--- config.mk ---
export PLATFORM = sky130hd
export DESIGN_NAME = lns_addsub_pipe
export DESIGN_NICKNAME = d
export VERILOG_FILES = /design/src/rtl/lns_addsub_pipe.sv
export SDC_FILE = /design/constraint.sdc
export NUM_CORES = 1
export LEC_CHECK = 0
export BUFFER_PORTS_ARGS = -buffer_cell sky130_fd_sc_hd__buf_2
export CAP_MARGIN = 20
export CELL_PAD_IN_SITES_DETAIL_PLACEMENT = 2
export CELL_PAD_IN_SITES_GLOBAL_PLACEMENT = 2
export CORE_AREA = 5 5 185 187
export CTS_CLUSTER_DIAMETER = 200
export CTS_CLUSTER_SIZE = 10
export DETAILED_ROUTE_END_ITERATION = 8
export DIE_AREA = 0 0 190 192
export GPL_ROUTABILITY_DRIVEN = 1
export PLACE_DENSITY_LB_ADDON = 0.1
export SLEW_MARGIN = 40
export SYNTH_ARGS = -nofsm -noshare
export SYNTH_HDL_FRONTEND = slang
export SYNTH_SLANG_ARGS = --single-unit
--- constraint.sdc ---
create_clock -name clk -period 12.3 [get_ports clk]
set_clock_uncertainty 0.15 [all_clocks]
set_input_delay 1.845 -clock clk [delete_from_list [all_inputs] [get_ports clk]]
set_output_delay 1.845 -clock clk [all_outputs]
set_load 0.02 [all_outputs]
--- src/rtl/lns_addsub_pipe.sv ---
// lns_addsub_pipe: three-stage pipelined LNS add/subtract unit.
// Each word is {sign, log}. The log is a LOG_W-bit two's-complement log2 magnitude
// with FRAC_W fractional bits. The most negative log (MINL) encodes zero.
// The pipeline stalls globally: every stage advances only when the output
// register is empty or being drained.
//
// Optional feature: define LNS_SAT_CNT_EN to add a 16-bit saturating count of
// transferred results that overflowed (port sat_cnt).
//
// Ports
//   clk, rst_n          clock (rising edge), asynchronous active-low reset
//   in_valid/in_ready   operand handshake; in_op 0 = x+y, 1 = x-y
//   in_x, in_y          operands {sign, log}
//   out_valid/out_ready result handshake
//   out_z               result {sign, log}
//   out_ovf             result clamped to MAXL
//   out_zero            result is the canonical zero
//   sat_cnt             (LNS_SAT_CNT_EN only) saturating overflow count

// lns_phi: Gaussian-log correction term, combinational.
//   i_sub = 0 : sb(-d) = log2(1 + 2^-d)
//   i_sub = 1 : db(-d) = log2(1 - 2^-d), d > 0
// Piecewise-linear interpolation over Q16 tables at integer d. Segment [0,1)
// of db is sampled every 1/8 because of its pole at 0.
// Valid for 4 <= FRAC_W <= 15.
module lns_phi #(
  parameter int unsigned LOG_W  = 11,
  parameter int unsigned FRAC_W = 5
) (
  input  logic                    i_sub,
  input  logic [LOG_W:0]          i_d,
  output logic signed [LOG_W:0]   o_phi
);

  localparam int unsigned W = LOG_W + 1;

  // log2(1 + 2^-k) in Q16
  function automatic int sb_q16(input int k);
    case (k)
      0:  sb_q16 = 65536;
      1:  sb_q16 = 38336;
      2:  sb_q16 = 21098;
      3:  sb_q16 = 11136;
      4:  sb_q16 = 5732;
      5:  sb_q16 = 2909;
      6:  sb_q16 = 1466;
      7:  sb_q16 = 736;
      8:  sb_q16 = 369;
      9:  sb_q16 = 184;
      10: sb_q16 = 92;
      11: sb_q16 = 46;
      12: sb_q16 = 23;
      13: sb_q16 = 12;
      14: sb_q16 = 6;
      15: sb_q16 = 3;
      default: sb_q16 = 0;
    endcase
  endfunction

  // log2(1 - 2^-k) in Q16, k >= 1
  function automatic int db_q16(input int k);
    case (k)
      1:  db_q16 = -65536;
      2:  db_q16 = -27200;
      3:  db_q16 = -12625;
      4:  db_q16 = -6102;
      5:  db_q16 = -3002;
      6:  db_q16 = -1489;
      7:  db_q16 = -742;
      8:  db_q16 = -370;
      9:  db_q16 = -185;
      10: db_q16 = -92;
      11: db_q16 = -46;
      12: db_q16 = -23;
      13: db_q16 = -12;
      14: db_q16 = -6;
      15: db_q16 = -3;
      default: db_q16 = 0;
    endcase
  endfunction

  // log2(1 - 2^-(j/8)) in Q16; j = 0 is a finite stand-in for the pole
  function automatic int db0_q16(input int j);
    case (j)
      0: db0_q16 = -393216;
      1: db0_q16 = -235327;
      2: db0_q16 = -173801;
      3: db0_q16 = -139410;
      4: db0_q16 = -116100;
      5: db0_q16 = -98832;
      6: db0_q16 = -85367;
      7: db0_q16 = -74506;
      default: db0_q16 = -65536;
    endcase
  endfunction

  function automatic logic [LOG_W:0] phi_f(input logic sub, input logic [LOG_W:0] d);
    int k, f, j, rem, bits, a, b, v, q;
    k = int'(d) >> FRAC_W;
    f = int'(d) & ((1 << FRAC_W) - 1);
    if (k >= 16) begin
      phi_f = '0;
    end else begin
      if (sub && (k == 0)) begin
        j    = f >> (FRAC_W - 3);
        rem  = f & ((1 << (FRAC_W - 3)) - 1);
        bits = int'(FRAC_W) - 3;
        a    = db0_q16(j);
        b    = db0_q16(j + 1);
      end else begin
        rem  = f;
        bits = int'(FRAC_W);
        a    = sub ? db_q16(k)     : sb_q16(k);
        b    = sub ? db_q16(k + 1) : sb_q16(k + 1);
      end
      v = a + (((b - a) * rem) >>> bits);
      // Round Q16 to FRAC_W fractional bits
      q = (v + (1 << (15 - FRAC_W))) >>> (16 - FRAC_W);
      phi_f = W'(q);
    end
  endfunction

  assign o_phi = phi_f(i_sub, i_d);

endmodule

module lns_addsub_pipe #(
  parameter int unsigned LOG_W  = 11,
  parameter int unsigned FRAC_W = 5
) (
  input  logic             clk,
  input  logic             rst_n,
  input  logic             in_valid,
  output logic             in_ready,
  input  logic             in_op,
  input  logic [LOG_W:0]   in_x,
  input  logic [LOG_W:0]   in_y,
  output logic             out_valid,
  input  logic             out_ready,
  output logic [LOG_W:0]   out_z,
  output logic             out_ovf,
  output logic             out_zero
`ifdef LNS_SAT_CNT_EN
  ,
  output logic [15:0]      sat_cnt
`endif
);

  localparam logic [LOG_W-1:0]        MAXL  = {1'b0, {(LOG_W-1){1'b1}}};
  localparam logic [LOG_W-1:0]        MINL  = {1'b1, {(LOG_W-1){1'b0}}};
  localparam logic [LOG_W:0]          ZERO  = {1'b0, MINL};
  localparam logic signed [LOG_W:0]   R_MAX = {1'b0, MAXL};
  localparam logic signed [LOG_W:0]   R_MIN = {1'b1, MINL};

  // Global advance: the whole pipe moves when the output slot is free or draining
  logic w_adv;
  logic r3_v;
  assign w_adv    = ~r3_v | out_ready;
  assign in_ready = w_adv;

  // Stage 1 combinational: operand classification and ordering
  logic                    w_xs, w_ys, w_eff_sub, w_x_big, w_zx, w_zy, w_cancel;
  logic [LOG_W-1:0]        w_xl, w_yl;
  logic signed [LOG_W:0]   w_xe, w_ye;
  logic [LOG_W:0]          w_d;

  assign w_xs      = in_x[LOG_W];
  assign w_xl      = in_x[LOG_W-1:0];
  assign w_ys      = in_y[LOG_W] ^ in_op;
  assign w_yl      = in_y[LOG_W-1:0];
  assign w_eff_sub = w_xs ^ w_ys;
  assign w_x_big   = $signed(w_xl) >= $signed(w_yl);
  assign w_xe      = {w_xl[LOG_W-1], w_xl};
  assign w_ye      = {w_yl[LOG_W-1], w_yl};
  assign w_d       = w_x_big ? (w_xe - w_ye) : (w_ye - w_xe);
  assign w_zx      = (w_xl == MINL);
  assign w_zy      = (w_yl == MINL);
  assign w_cancel  = (w_xl == w_yl) & w_eff_sub & ~w_zx & ~w_zy;

  logic                    r1_v, r1_sub, r1_sign, r1_zx, r1_zy, r1_cancel;
  logic [LOG_W-1:0]        r1_log;
  logic [LOG_W:0]          r1_d;

  // Stage 2 combinational: correction term
  logic signed [LOG_W:0]   w_phi;

  lns_phi #(.LOG_W(LOG_W), .FRAC_W(FRAC_W)) u_phi (
    .i_sub (r1_sub),
    .i_d   (r1_d),
    .o_phi (w_phi)
  );

  logic                    r2_v, r2_sign, r2_zx, r2_zy, r2_cancel;
  logic [LOG_W-1:0]        r2_log;
  logic signed [LOG_W:0]   r2_phi;

  // Stage 3 combinational: sum and result classification.
  // A zero operand has the minimum log, so the "larger" operand is always the
  // non-zero one when exactly one input is zero.
  logic signed [LOG_W:0]   w_r;
  logic [LOG_W:0]          w_z;
  logic                    w_ovf, w_zero;

  assign w_r = {r2_log[LOG_W-1], r2_log} + r2_phi;

  always_comb begin
    w_z    = {r2_sign, w_r[LOG_W-1:0]};
    w_ovf  = 1'b0;
    w_zero = 1'b0;
    if (r2_zx & r2_zy) begin
      w_z    = ZERO;
      w_zero = 1'b1;
    end else if (r2_zx | r2_zy) begin
      w_z    = {r2_sign, r2_log};
    end else if (r2_cancel) begin
      w_z    = ZERO;
      w_zero = 1'b1;
    end else if (w_r > R_MAX) begin
      w_z    = {r2_sign, MAXL};
      w_ovf  = 1'b1;
    end else if (w_r <= R_MIN) begin
      w_z    = ZERO;
      w_zero = 1'b1;
    end
  end

  logic [LOG_W:0]          r3_z;
  logic                    r3_ovf, r3_zero;

  // Pipeline registers
  always_ff @(posedge clk or negedge rst_n) begin
    if (!rst_n) begin
      r1_v      <= 1'b0;
      r1_sub    <= 1'b0;
      r1_sign   <= 1'b0;
      r1_log    <= '0;
      r1_d      <= '0;
      r1_zx     <= 1'b0;
      r1_zy     <= 1'b0;
      r1_cancel <= 1'b0;
      r2_v      <= 1'b0;
      r2_sign   <= 1'b0;
      r2_log    <= '0;
      r2_phi    <= '0;
      r2_zx     <= 1'b0;
      r2_zy     <= 1'b0;
      r2_cancel <= 1'b0;
      r3_v      <= 1'b0;
      r3_z      <= ZERO;
      r3_ovf    <= 1'b0;
      r3_zero   <= 1'b0;
    end else if (w_adv) begin
      r1_v      <= in_valid;
      r1_sub    <= w_eff_sub;
      r1_sign   <= w_x_big ? w_xs : w_ys;
      r1_log    <= w_x_big ? w_xl : w_yl;
      r1_d      <= w_d;
      r1_zx     <= w_zx;
      r1_zy     <= w_zy;
      r1_cancel <= w_cancel;
      r2_v      <= r1_v;
      r2_sign   <= r1_sign;
      r2_log    <= r1_log;
      r2_phi    <= w_phi;
      r2_zx     <= r1_zx;
      r2_zy     <= r1_zy;
      r2_cancel <= r1_cancel;
      r3_v      <= r2_v;
      r3_z      <= w_z;
      r3_ovf    <= w_ovf;
      r3_zero   <= w_zero;
    end
  end

  assign out_valid = r3_v;
  assign out_z     = r3_z;
  assign out_ovf   = r3_ovf;
  assign out_zero  = r3_zero;

`ifdef LNS_SAT_CNT_EN
  // Sticky-at-max count of overflowed results actually handed downstream
  logic [15:0] r_sat_cnt;

  always_ff @(posedge clk or negedge rst_n) begin
    if (!rst_n) begin
      r_sat_cnt <= '0;
    end else if (r3_v & out_ready & r3_ovf & (r_sat_cnt != 16'hFFFF)) begin
      r_sat_cnt <= r_sat_cnt + 16'd1;
    end
  end

  assign sat_cnt = r_sat_cnt;
`endif

endmodule

==> qor.txt <==
Slew HR: 47.51%
CP Max Fanout: 16
Hold Vio Cnt, Final: 0
final setup fails: 0
CP max stage delay: 570 ps
syn_nets: 1878
number of synthesized register bits: 72
Worst Tran Pin Value: 787.4 ps
Buffers & Inverters on Critical Path: 3
Worst Hold Class: flip-flop to flip-flop
overall die width: 190 um
Total Neg Setup Slack: 0 ps
Critical Path AT: 11520 ps
CP endpoint kind: flip-flop
final worst path period need: 11470 ps
initial antenna violation count: 1
CTS tree: yes
CTS Buf Count: 9
ys async rst share: 100.0%
RD Place Congestion: 0.9184
Top Family by Delay on Critical Path: compound AO/OA/AOI/OAI gates
Max H-tree Level: 3
number of global-route vias before repair: 12950
number of detailed-route iterations in the first pass: 4
Clock Latency Late Sink: 330 ps
initial DRC count: 462
most common cell after layout, fill and taps aside: nand2_1
Detailed Route WL: 44180 um
Yosys top cell by area: ha_1
largest cells by area after synthesis: ha_1, dfrtp_1, fa_1
Yosys top cell area share: 17.17%
fmax: 87.22 MHz
die height: 192 um
Worst Path Required: 12350 ps
critical setup path kind: flip-flop to flip-flop
fin nets: 1882
row count: 66
CP max-delay cell: fa_1
Root Buffer Master: clkbuf_16
status: complete, no violations
Die ar.: 36480 um^2
initial core utilization: 38.58%
Routed wire per std cell: 21.53 um
largest net degree at the start of global routing: 88
# clock sinks: 72
# DRC: 0
top_reg_cell synth: dfrtp_1
post-detail-place hpwl: 36030 um
most frequent cells in the layout: nand2_1, nor2_1, ha_1, inv_1, a21oi_1
Tcrit/Tclk final: 93.21%
global-route wire length before repair: 71790 um
Seq/Total Area, Yosys: 14.47%
number of synthesized flops with an enable pin: 0
area grow syn2layout: 8.336%
startpoint type of the worst setup path: flip-flop
Core Box Area: 32290 um^2
Slew Viols, Final: 0
hold buffer count at CTS: 0
Syn Std Cell Area: 12460 um^2
RSZ-0062 raised after global routing: no
io pins: 45
Via density: 5.684
port bufs: 44
MaxCap Viol Count: 0
Syn Inst Count: 1600
Netlist cell types: 80
GRT Util Overall: 24.38%
layout cells sized above 1: 7.769%
post-route ant nets: 0
vias: 11660
total grt overflow: 0
most used cell, CP: ha_1
Worst-path clk slew: 70 ps
clock buffer depth: 2
syn avg cell area: 7.786 um^2
Yosys warning total: 0
==> cells by family after synthesis <==
kind of cell / after synthesis / share of synthesized area, %
adder cells (fa/ha/maj): 251 / 29.87
XOR/XNOR: 73 / 5.132
flip-flops: 72 / 14.47
multiplexers: 38 / 3.234
AND/OR/NAND/NOR: 559 / 20.38
AO/OA/AOI/OAI: 411 / 20.96
buffers and inverters: 196 / 5.956
==> worst min-delay path, delay by kind of cell, from the launching register on <==
family / cells / cell delay, ps
flops: 1 / 340
simple gates: 2 / 100
==> final timing paths <==
| check | from | to | slack [ps] | cells past startpoint |
|---|---|---|---|---|
| min reg2reg | r1_log[10]$_DFFE_PN0P_ | r2_log[10]$_DFFE_PN0P_ | 330 | 2 |
| min in group asynchronous | rst_n | r1_v$_DFFE_PN0P_ | 1280 | 1 |
| max in group asynchronous | rst_n | r1_sub$_DFFE_PN0P_ | 9750 | 2 |
| min | r1_log[10]$_DFFE_PN0P_ | r2_log[10]$_DFFE_PN0P_ | 330 | 2 |
| max | r1_d[6]$_DFFE_PN0P_ | r2_phi[11]$_DFFE_PN0P_ | 830 | 44 |
| max reg2reg | r1_d[6]$_DFFE_PN0P_ | r2_phi[11]$_DFFE_PN0P_ | 830 | 44 |
==> per-stage QoR <==
step / worst slack [ps] / std cells / util (%) / cell area [um^2] / hold slack, ps
2_1_floorplan: 1795 / 1600 / - / 12460 / 280.0
5_1_grt: 58.40 / 2051 / 41.79 / 13490 / 356.3
3_5_place_dp: 248.2 / 2035 / 40.74 / 13150 / 313.4
6_report: 835.0 / 2052 / 41.80 / 13500 / 325.2
4_1_cts: 219.5 / 2051 / 41.70 / 13460 / 327.6
3_3_place_gp: 593.9 / 2035 / 40.73 / 13150 / 294.0
==> Yosys cell counts, drive strengths merged (21+ instances only) <==
cell    count
a21oi     108
nand2b     26
nand3      35
nor3       24
nand2     195
clkbuf     65
a31oi      24
nor2      174
inv       113
ha        171
mux2i      29
a21o       28
xnor2      49
o211ai     24
fa         78
dfrtp      71
and2       21
o21ai     108
xor2       24
nor2b      21
==> layout make-up <==
type,count,area [um^2]
antenna,1,2.502
clock buffer,9,225.2
clock inverter,7,83.83
fill,3798,18790
inverter,117,439.2
multi-input combinational,1332,9951
sequential,72,1805
tap,442,553.0
timing repair buffer,72,436.7
==> layer usage <==
metal | vias to the layer above | track usage, % | routed length (um)
li1 | 5563 | - | -
met1 | 5922 | 31.86 | 20330
met2 | 140 | 44.64 | 22280
met3 | 38 | 1.981 | 919
met4 | 0 | 4.146 | 645
met5 | - | 0 | 0
==> registers in the layout, indices dropped and copies added, names as in the netlist, 11 cells and up <==
| name | count |
|---|---|
| r1_log | 11 |
| r1_d | 12 |
| out_z | 12 |
| r2_phi | 12 |
| r2_log | 11 |
==> repair_timing <==
item | CTS | global route
endpoints found under the setup margin | 0 | 7
setup buffers | 0 | 0
hold endpoints to repair | 0 | 0
resized for setup | 0 | 5
Power is left out: the tool's default activity adds up to more than one toggle a clock period on the data nets, which glitch-free logic cannot reach.
